## src/rtl/com_bus_arbiter_n.sv

```systemverilog
// Common-bus arbiter: snoop-first round-robin grant plus invalidation-ack collection.
// Optional hold watchdog is enabled by defining COM_BUS_TIMEOUT_EN.
module com_bus_arbiter_n #(
   parameter int NUM_CORES = 4,
   parameter int NUM_PROC  = 8,
   parameter int MAX_HOLD  = 16
) (
   input  logic                 clk,
   input  logic                 rst_n,
   input  logic [NUM_PROC-1:0]  Com_Bus_Req_proc,
   output logic [NUM_PROC-1:0]  Com_Bus_Gnt_proc,
   input  logic [NUM_CORES-1:0] Com_Bus_Req_snoop,
   output logic [NUM_CORES-1:0] Com_Bus_Gnt_snoop,
   input  logic                 Invalidate,
   input  logic [NUM_CORES-1:0] Shared_local,
   input  logic [NUM_CORES-1:0] Invalidation_done,
   output logic                 Shared,
   output logic                 All_Invalidation_done,
   output logic                 Bus_busy,
   output logic                 Timeout_err
);

   localparam int PW = (NUM_PROC  > 1) ? $clog2(NUM_PROC)  : 1;
   localparam int SW = (NUM_CORES > 1) ? $clog2(NUM_CORES) : 1;

   typedef enum logic [1:0] {IDLE, GNT_PROC, GNT_SNOOP, INV_WAIT} state_t;

   if (MAX_HOLD < 1) begin : g_bad_hold
      $error("MAX_HOLD must be at least 1");
   end

   state_t               state, state_nxt;
   logic [PW-1:0]        proc_ptr, proc_ptr_nxt;
   logic [SW-1:0]        snoop_ptr, snoop_ptr_nxt;
   logic [PW-1:0]        owner_proc, owner_proc_nxt;
   logic [SW-1:0]        owner_snoop, owner_snoop_nxt;
   logic [NUM_CORES-1:0] sharer_mask, sharer_mask_nxt;
   logic [NUM_PROC-1:0]  gnt_proc_nxt;
   logic [NUM_CORES-1:0] gnt_snoop_nxt;
   logic                 inv_done_nxt;

   logic                 proc_found, snoop_found;
   logic [PW-1:0]        proc_win;
   logic [SW-1:0]        snoop_win;
   logic [NUM_CORES-1:0] owner_core;
   logic                 proc_owner_req, snoop_owner_req;
   logic [NUM_CORES-1:0] mask_after_ack;

   function automatic logic [PW-1:0] proc_idx(input logic [PW-1:0] base, input int off);
      return PW'((int'(base) + off) % NUM_PROC);
   endfunction

   function automatic logic [SW-1:0] snoop_idx(input logic [SW-1:0] base, input int off);
      return SW'((int'(base) + off) % NUM_CORES);
   endfunction

   assign Shared = |Shared_local;

   // Round-robin search: first requester at or after the pointer, wrapping.
   always_comb begin
      proc_found = 1'b0;
      proc_win   = '0;
      for (int i = 0; i < NUM_PROC; i++) begin
         if (!proc_found && Com_Bus_Req_proc[proc_idx(proc_ptr, i)]) begin
            proc_found = 1'b1;
            proc_win   = proc_idx(proc_ptr, i);
         end
      end
   end

   always_comb begin
      snoop_found = 1'b0;
      snoop_win   = '0;
      for (int i = 0; i < NUM_CORES; i++) begin
         if (!snoop_found && Com_Bus_Req_snoop[snoop_idx(snoop_ptr, i)]) begin
            snoop_found = 1'b1;
            snoop_win   = snoop_idx(snoop_ptr, i);
         end
      end
   end

   // Instruction-cache owners (index >= NUM_CORES) map to no core bit.
   always_comb begin
      owner_core = '0;
      for (int c = 0; c < NUM_CORES; c++) begin
         owner_core[c] = (int'(owner_proc) == c);
      end
   end

   assign proc_owner_req  = Com_Bus_Req_proc[owner_proc];
   assign snoop_owner_req = Com_Bus_Req_snoop[owner_snoop];
   assign mask_after_ack  = sharer_mask & ~Invalidation_done;

`ifdef COM_BUS_TIMEOUT_EN
   localparam int HW = $clog2(MAX_HOLD + 1);
   logic [HW-1:0] hold_cnt, hold_cnt_nxt;
   logic          timeout_q, timeout_nxt;
`endif

   // NOTE: every output of this block gets a default first so no path can infer a latch.
   always_comb begin
      state_nxt       = state;
      proc_ptr_nxt    = proc_ptr;
      snoop_ptr_nxt   = snoop_ptr;
      owner_proc_nxt  = owner_proc;
      owner_snoop_nxt = owner_snoop;
      sharer_mask_nxt = sharer_mask;
      gnt_proc_nxt    = Com_Bus_Gnt_proc;
      gnt_snoop_nxt   = Com_Bus_Gnt_snoop;
      inv_done_nxt    = 1'b0;

      case (state)
         IDLE: begin
            sharer_mask_nxt = '0;
            if (snoop_found) begin
               gnt_snoop_nxt            = '0;
               gnt_snoop_nxt[snoop_win] = 1'b1;
               owner_snoop_nxt          = snoop_win;
               snoop_ptr_nxt            = snoop_idx(snoop_win, 1);
               state_nxt                = GNT_SNOOP;
            end else if (proc_found) begin
               gnt_proc_nxt           = '0;
               gnt_proc_nxt[proc_win] = 1'b1;
               owner_proc_nxt         = proc_win;
               proc_ptr_nxt           = proc_idx(proc_win, 1);
               state_nxt              = GNT_PROC;
            end
         end

         GNT_SNOOP: begin
            if (!snoop_owner_req) begin
               gnt_snoop_nxt = '0;
               state_nxt     = IDLE;
            end
         end

         GNT_PROC: begin
            if (!proc_owner_req) begin
               gnt_proc_nxt = '0;
               state_nxt    = IDLE;
            end else if (Invalidate) begin
               sharer_mask_nxt = Shared_local & ~owner_core;
               state_nxt       = INV_WAIT;
            end
         end

         INV_WAIT: begin
            if (!proc_owner_req) begin
               gnt_proc_nxt    = '0;
               sharer_mask_nxt = '0;
               state_nxt       = IDLE;
            end else begin
               sharer_mask_nxt = mask_after_ack;
               if (mask_after_ack == '0) begin
                  inv_done_nxt = 1'b1;
                  state_nxt    = GNT_PROC;
               end
            end
         end

         default: begin
            gnt_proc_nxt    = '0;
            gnt_snoop_nxt   = '0;
            sharer_mask_nxt = '0;
            state_nxt       = IDLE;
         end
      endcase

`ifdef COM_BUS_TIMEOUT_EN
      timeout_nxt  = timeout_q;
      hold_cnt_nxt = (state == IDLE) ? '0 : hold_cnt + 1'b1;
      // The watchdog overrides everything else, including a completing invalidation.
      if (state != IDLE && hold_cnt == HW'(MAX_HOLD - 1)) begin
         gnt_proc_nxt    = '0;
         gnt_snoop_nxt   = '0;
         sharer_mask_nxt = '0;
         inv_done_nxt    = 1'b0;
         state_nxt       = IDLE;
         hold_cnt_nxt    = '0;
         timeout_nxt     = 1'b1;
      end
`endif
   end

   // NOTE: all state updates use non-blocking assignments so every register samples pre-edge values.
   always_ff @(posedge clk) begin
      if (!rst_n) begin
         state                 <= IDLE;
         proc_ptr              <= '0;
         snoop_ptr             <= '0;
         owner_proc            <= '0;
         owner_snoop           <= '0;
         sharer_mask           <= '0;
         Com_Bus_Gnt_proc      <= '0;
         Com_Bus_Gnt_snoop     <= '0;
         All_Invalidation_done <= 1'b0;
         Bus_busy              <= 1'b0;
      end else begin
         state                 <= state_nxt;
         proc_ptr              <= proc_ptr_nxt;
         snoop_ptr             <= snoop_ptr_nxt;
         owner_proc            <= owner_proc_nxt;
         owner_snoop           <= owner_snoop_nxt;
         sharer_mask           <= sharer_mask_nxt;
         Com_Bus_Gnt_proc      <= gnt_proc_nxt;
         Com_Bus_Gnt_snoop     <= gnt_snoop_nxt;
         All_Invalidation_done <= inv_done_nxt;
         Bus_busy              <= (|gnt_proc_nxt) | (|gnt_snoop_nxt);
      end
   end

`ifdef COM_BUS_TIMEOUT_EN
   always_ff @(posedge clk) begin
      if (!rst_n) begin
         hold_cnt  <= '0;
         timeout_q <= 1'b0;
      end else begin
         hold_cnt  <= hold_cnt_nxt;
         timeout_q <= timeout_nxt;
      end
   end

   assign Timeout_err = timeout_q;
`else
   assign Timeout_err = 1'b0;
`endif

   a_grant_onehot : assert property (@(posedge clk) disable iff (!rst_n)
      $onehot0({Com_Bus_Gnt_proc, Com_Bus_Gnt_snoop}));

endmodule
```

## config.mk

```make
export PLATFORM = sky130hd
export DESIGN_NAME = com_bus_arbiter_n
export DESIGN_NICKNAME = d
export VERILOG_FILES = /design/src/rtl/com_bus_arbiter_n.sv
export SDC_FILE = /design/constraint.sdc
export NUM_CORES = 1
export LEC_CHECK = 0
export ABC_AREA = 1
export CORE_MARGIN = 2
export CORE_UTILIZATION = 55
export DETAILED_ROUTE_END_ITERATION = 7
export GPL_TIMING_DRIVEN = 0
export PLACE_DENSITY_LB_ADDON = 0.05
export RECOVER_POWER = 50
export SLEW_MARGIN = 20
export SYNTH_ARGS = -nofsm -noshare
export SYNTH_HDL_FRONTEND = slang
export SYNTH_SLANG_ARGS = --single-unit
```

## constraint.sdc

```tcl
create_clock -name clk -period 5.6 [get_ports clk]
set_input_delay 1.12 -clock clk [delete_from_list [all_inputs] [get_ports clk]]
set_output_delay 1.12 -clock clk [all_outputs]
set_load 0.005 [all_outputs]
```

==> results of run 1 <==
cell families after synthesis:
| family | after synthesis | synth area share |
|---|---|---|
| fa+ha+maj | 6 | 0.02765 |
| xor+xnor | 5 | 0.02305 |
| compound gates | 67 | 0.1470 |
| simple gates | 240 | 0.4622 |
| other cells | 1 | 0.001381 |
| buf+inv | 71 | 0.1138 |
| mux | 1 | 0.003687 |
| flops | 30 | 0.2212 |
layer usage:
metal  up-vias  GRT usage
li1       1461          -
met1      1244     0.3347
met2        68     0.4296
met3        14    0.04336
met4         0    0.09722
met5         -          0
final timing paths:
path	to	start	slack [ps]
worst min-delay path	sharer_mask[3]	sharer_mask[3]	470
worst min register to register	sharer_mask[3]	sharer_mask[3]	470
worst max register to register	Bus_busy	proc_ptr[0]	2220
worst max-delay path	Bus_busy	Com_Bus_Req_snoop[1]	1880
stage by stage:
step | hold slack, ps | worst slack (ps) | utilization | total power [mW]
final | 468.4 | 1876 | 0.6824 | 1.997
after global routing | 489.2 | 1593 | 0.6824 | 2.221
after CTS | 469.5 | 1969 | 0.6866 | 2.025
after detailed placement | 459.1 | 1684 | 0.6666 | 1.834
after global placement | 458.4 | 1749 | 0.6666 | 1.801
after floorplan | 445.3 | 2535 | - | 1.506
flip-flops by register name, summed over array words and instances (netlist names):
register,flops
owner_proc,3
snoop_ptr,2
All_Invalidation_done,1
owner_snoop,2
state,2
proc_ptr,3
sharer_mask,4
Com_Bus_Gnt_proc,8
Bus_busy,1
Com_Bus_Gnt_snoop,4
where the power goes:
group | internal [mW] | total (mW) | switching (mW)
logic | 0.531 | 1.48 | 0.951
registers | 0.283 | 0.330 | 0.0469
clock network | 0.0986 | 0.184 | 0.0858
total | 0.913 | 2.00 | 1.08
worst max-delay path, cell delays in order:
cell             delay [ps]
clkdlybuf4s50_1         430
o21ai_0                 260
o21ai_1                 160
nor2_1                  190
nand3_1                 140
o21ai_0                 480
inv_1                   140
ha_1                    200
a22oi_1                 190
nand2_1                  80
nor3_1                  160
nand2_1                  80
nor2_1                  100
nand3_1                  70
nand2_1                  60
inv_1                    40
cell usage after synthesis (2+ instances only):
master | number | area, µm²
clkinv_1 | 2 | 7.510
inv_1 | 49 | 183.9
a22o_1 | 2 | 17.52
nand3b_1 | 2 | 15.01
a22oi_1 | 2 | 15.01
inv_2 | 7 | 26.28
nand2_4 | 8 | 90.09
ha_1 | 6 | 75.07
nor2_2 | 3 | 18.77
inv_4 | 2 | 12.51
o31ai_1 | 4 | 30.03
xnor2_1 | 2 | 17.52
o211ai_1 | 3 | 22.52
nor3_1 | 7 | 35.03
buf_2 | 5 | 25.02
clkbuf_1 | 2 | 7.510
buf_4 | 2 | 15.01
dfxtp_1 | 30 | 600.6
o2111ai_1 | 2 | 17.52
a21oi_1 | 24 | 120.1
o21ai_1 | 5 | 25.02
nand3_2 | 15 | 150.1
nand2_1 | 95 | 356.6
o21ai_0 | 17 | 85.08
o22ai_1 | 2 | 12.51
nor2_8 | 3 | 60.06
nor2_1 | 56 | 210.2
nand2_2 | 5 | 31.28
nand3_1 | 38 | 190.2
nand4_1 | 3 | 18.77
xor2_1 | 2 | 17.52
placed cells by master, fill, tap and decap left out, drive strengths merged, types with 3 or more instances in the layout:
| cell type | instances |
|---|---|
| nor3 | 7 |
| clkdlybuf4s50 | 22 |
| xor2 | 3 |
| clkbuf | 8 |
| nand3b | 4 |
| nor2 | 62 |
| o21ai | 22 |
| inv | 58 |
| dlygate4sd3 | 15 |
| o31ai | 4 |
| ha | 6 |
| buf | 9 |
| o211ai | 3 |
| a21oi | 25 |
| nand3 | 53 |
| dfxtp | 30 |
| nand4 | 4 |
| clkinv | 3 |
| nand2 | 109 |
area by class of cell:
type                    instances  area (µm²)
multi-input cells             320        1785
fillers                       431        1510
clock inverters                 2       12.51
flip-flops and latches         30       600.6
well taps                      67       83.83
inverters                      60       230.2
clock buffers                   6       82.58
repair buffers                 37       370.4
plain buffers                  11       78.83
==> reports/metrics.csv, run 1 <==
stage,metric,value,unit
global_route,grt_max_degree,11,
global_route,grtUsageTotal,0.2574,
global_route,first_global_vias,2603,
route,remaining_drc_errors,0,
clock_tree,cts_hold_buf,0,
final_layout,antenna_cells,0,
synthesis,syn_nets,450,
flow_run,drv_cap,0,
synthesis,synth-edff-count,0,
route,wl_met2,2941,µm
route,routed_wl,6475,µm
timing,worstMarginPinSlew,621.4,ps
route,drt_first_pass_iters,5,
route,ant_nets,0,
floorplan,core_area,4755,µm²
route,top_layer,met4,
timing,setup_viol,0,
timing,clock_skew,10.25,ps
placement,port_buffers,37,
placement,hpwl,5047,µm
timing,rsz0062_at_grt,no,
final_layout,area_delta_synth_final,19.49,%
timing,final.period_utilization,0.6651,
floorplan,pin_count,39,
final_layout,drive_gt1_frac,0.1352,
status,status,finished clean,
worst_setup_path,endpoint_kind,flip-flop,
final_layout,final_area,3244,µm²
synthesis,ys_seq_area_frac,0.2212,
placement,place.gp.congestion,0.8402,
global_route,grt_pass1_wl,11200,µm
route,wl_met3,326,µm
floorplan,rows,25,
min_path,hold_path_class,flip-flop to flip-flop,
global_route,grt_overflow,0,
timing,hold_violations,0,
clock_tree,cts-root-buf,clkbuf_8,
floorplan,die_h,74.26,µm
worst_setup_path,startpoint_type,input pin,
route,viasPerCell,5.229,
power_and_ir_drop,p_leak,1.554,nW
synthesis,yosys_most_used_dff,dfxtp_1,
synthesis,syn_avg_cell_area,6.449,µm²
power_and_ir_drop,peakVddDrop,0.3689,mV
min_path,hold_depth,2,
clock_tree,clk_pin_slew_worst_paths,70,ps
floorplan,start_util,0.5711,
placement,place_inst,525,
worst_setup_path,arrival,3900,ps
clock_tree,h-tree-depth,2,
synthesis,synth_cell_types,47,
timing,slew_headroom,0.5826,
clock_tree,cts_buffers,5,
route,wl_met1,3112,µm
route,drt_iter0_markers,137,
final_layout,finalNonFillerCells,533,
timing,setup_tns,0,ps
synthesis,async_flop_share,0,
worst_setup_path,crit_path_max_fanout,4,
timing,maxSlewViolCount,0,
clock_tree,cts_tree,built,
floorplan,die_area,5515,µm²
floorplan,die_x,74.26,µm
worst_setup_path,crit_required,5780,ps
route,dr_total_vias,2787,
clock_tree,clkLatencyLatePin,280,ps
final_layout,nets,494,
global_route,antenna_found_initial,0,
placement,placed_cell_area,3169,µm²
clock_tree,post_cts_buffers,0,
clock_tree,clock_sinks,30,
synthesis,ys_ff_latch,30,
route,wl_per_cell,12.15,µm
worst_setup_path,path_class,input pin to flip-flop,
clock_tree,post_cts_resized,0,
timing,period_needed,3724,ps
worst_setup_path,reg2regPathDepth,24,
synthesis,synthCells,421,
clock_tree,clockBufferDepth,2,
power_and_ir_drop,cellPowerDensity,615.4,nW/µm²
synthesis,synth_warnings,0,
synthesis,syn-cell-area,2715,µm²
timing,fmax,268.5,MHz
No activity file was read; power rests on OpenSTA's default activity.
==> run 2: changes to the inputs <==
Clock period 5.6 ns to 3.75 ns, I/O delays scaled along.
==> run 2 against run 1 <==
Compared with the run above: combinational power up 51%; clock skew about the same; sequential power up 50%; largest power group unchanged; hold slack about the same; largest cell class unchanged; via count up 0.29%; sequential cell count unchanged; cell count unchanged; non-clock buffer count unchanged; critical path depth unchanged; routed wire length up 0.19%.
==> reports/metrics.csv, run 2 (synthesized netlist as in run 1, its figures left out) <==
stage,metric,value,unit,change
status,status,finished clean,,
worst_setup_path,crit_path_max_fanout,4,,unchanged
floorplan,pin_count,39,,unchanged
global_route,grt_pass1_wl,11200,µm,unchanged
clock_tree,post_cts_buffers,0,,unchanged
worst_setup_path,startpoint_type,input pin,,
timing,setup_tns,0,ps,unchanged
route,routed_wl,6487,µm,+0.19%
floorplan,core_area,4755,µm²,unchanged
timing,maxSlewViolCount,0,,unchanged
placement,hpwl,5047,µm,unchanged
placement,placed_cell_area,3169,µm²,unchanged
timing,final.period_utilization,0.8952,,
timing,worstMarginPinSlew,626.1,ps,+4.752 ps
final_layout,area_delta_synth_final,20.05,%,
timing,rsz0062_at_grt,no,,
floorplan,die_h,74.26,µm,unchanged
min_path,hold_path_class,flip-flop to flip-flop,,
worst_setup_path,path_class,input pin to flip-flop,,
route,ant_nets,0,,unchanged
timing,slew_headroom,0.5794,,-0.003193
power_and_ir_drop,power,3.007,mW,+51%
global_route,antenna_found_initial,0,,unchanged
worst_setup_path,endpoint_kind,flip-flop,,
global_route,grt_overflow,0,,unchanged
worst_setup_path,crit_required,3930,ps,-1850 ps
floorplan,die_x,74.26,µm,unchanged
route,viasPerCell,5.244,,+0.29%
global_route,grtUsageTotal,0.2574,,unchanged
clock_tree,clk_pin_slew_worst_paths,70,ps,about the same
worst_setup_path,arrival,3530,ps,-370 ps
route,wl_per_cell,12.17,µm,+0.19%
final_layout,largest_register_ffs,8,,unchanged
timing,fmax,297.9,MHz,
final_layout,final_cell_mix,"96 x nand2_1, 57 x nor2_1, 50 x inv_1",,
clock_tree,post_cts_resized,0,,unchanged
power_and_ir_drop,peakVddDrop,0.5520,mV,+50%
clock_tree,cts-root-buf,clkbuf_8,,
floorplan,rows,25,,unchanged
timing,period_needed,3357,ps,
final_layout,final_common_cell,nand2_1,,
final_layout,largest_register,Com_Bus_Gnt_proc,,
clock_tree,cts_tree,built,,
floorplan,start_util,0.5711,,unchanged
route,dr_total_vias,2795,,+0.29%
route,drt_first_pass_iters,5,,unchanged
final_layout,final_area,3259,µm²,+0.46%
timing,hold_violations,0,,unchanged
power_and_ir_drop,p_leak,1.554,nW,about the same
timing,clock_skew,9.884,ps,-0.3658 ps
final_layout,fill_cells,429,,-0.46%
clock_tree,clockBufferDepth,2,,unchanged
power_and_ir_drop,cellPowerDensity,922.4,nW/µm²,+50%
clock_tree,clock_sinks,30,,unchanged
timing,hold_ws,468.7,ps,+0.2720 ps
placement,place.gp.congestion,0.8402,,unchanged
final_layout,drive_gt1_frac,0.1373,,+0.002146
timing,setup_viol,0,,unchanged
clock_tree,cts_hold_buf,0,,unchanged
floorplan,die_area,5515,µm²,unchanged
final_layout,reg_top3,"Com_Bus_Gnt_proc: 8 flops, Com_Bus_Gnt_snoop: 4 flops, sharer_mask: 4 flops",,
route,remaining_drc_errors,0,,unchanged
clock_tree,h-tree-depth,2,,unchanged
placement,port_buffers,37,,unchanged
global_route,grt_max_degree,11,,unchanged
global_route,first_global_vias,2603,,unchanged
worst_setup_path,reg2reg_setup_slack,470,ps,-1750 ps
clock_tree,clkLatencyLatePin,280,ps,about the same
clock_tree,cts_buffers,5,,unchanged
flow_run,drv_cap,0,,unchanged
final_layout,antenna_cells,0,,unchanged
route,drt_iter0_markers,144,,+5.1%
final_layout,nets,494,,unchanged
## run 2: final timing paths
check | depth (start not counted) | end | startpoint
hold / removal | 2 | sharer_mask[3] | sharer_mask[3]
setup reg to reg | 20 | Bus_busy | proc_ptr[0]
setup / recovery | 16 | Bus_busy | Com_Bus_Req_snoop[1]
hold reg to reg | 2 | sharer_mask[3] | sharer_mask[3]
## run 2: cell type report
cell class | instances | area (µm²) | share of cell area
clock buffers | 6 | 82.58 | 0.02534
clock inverters | 2 | 12.51 | 0.003839
flip-flops and latches | 30 | 600.6 | 0.1843
repair buffers | 37 | 370.4 | 0.1136
well taps | 67 | 83.83 | 0.02572
plain buffers | 11 | 78.83 | 0.02418
inverters | 60 | 230.2 | 0.07063
multi-input cells | 320 | 1800 | 0.5524
## run 2: metrics by stage
stage / cells / util / worst slack [ps]
finish: 533 / 0.6855 / 392.9
global route: 533 / 0.6855 / 112.7
CTS: 533 / 0.6866 / 488.6
detailed placement: 525 / 0.6666 / 203.8
global placement: 525 / 0.6666 / 269.0
floorplan: 421 / - / 992.0
## run 2: power breakdown
part	total (mW)	internal, mW	switching (mW)
Sequential	0.494	0.423	0.0708
Clock	0.275	0.147	0.127
Combinational	2.24	0.797	1.44
## run 2: routing by layer
| metal | GRT usage | wire length [µm] | vias to the layer above |
|---|---|---|---|
| li1 | - | - | 1461 |
| met1 | 0.3347 | 3080 | 1243 |
| met2 | 0.4296 | 2960 | 81 |
| met3 | 0.04336 | 358 | 10 |
| met4 | 0.09722 | 88 | 0 |
| met5 | 0 | 0 | - |
## run 2: critical path: stages
cell and delay, ps:
clkdlybuf4s50_1 430, o21ai_0 260, o21ai_1 160, nor2_1 190
nand3_1 140, o21ai_0 480, inv_1 140, ha_1 200
a22oi_1 190, nand2_1 80, nor3_1 160, nand2_1 80
nor2_1 100, nand3_1 70, nand2_1 60, inv_1 40
==> run 3: changes to the inputs <==
Settings changed: ABC_CLOCK_PERIOD_IN_PS set to 3750.
==> results of run 3 <==
Same layout as run 2: the final DEF is identical, and so are final timing and power.
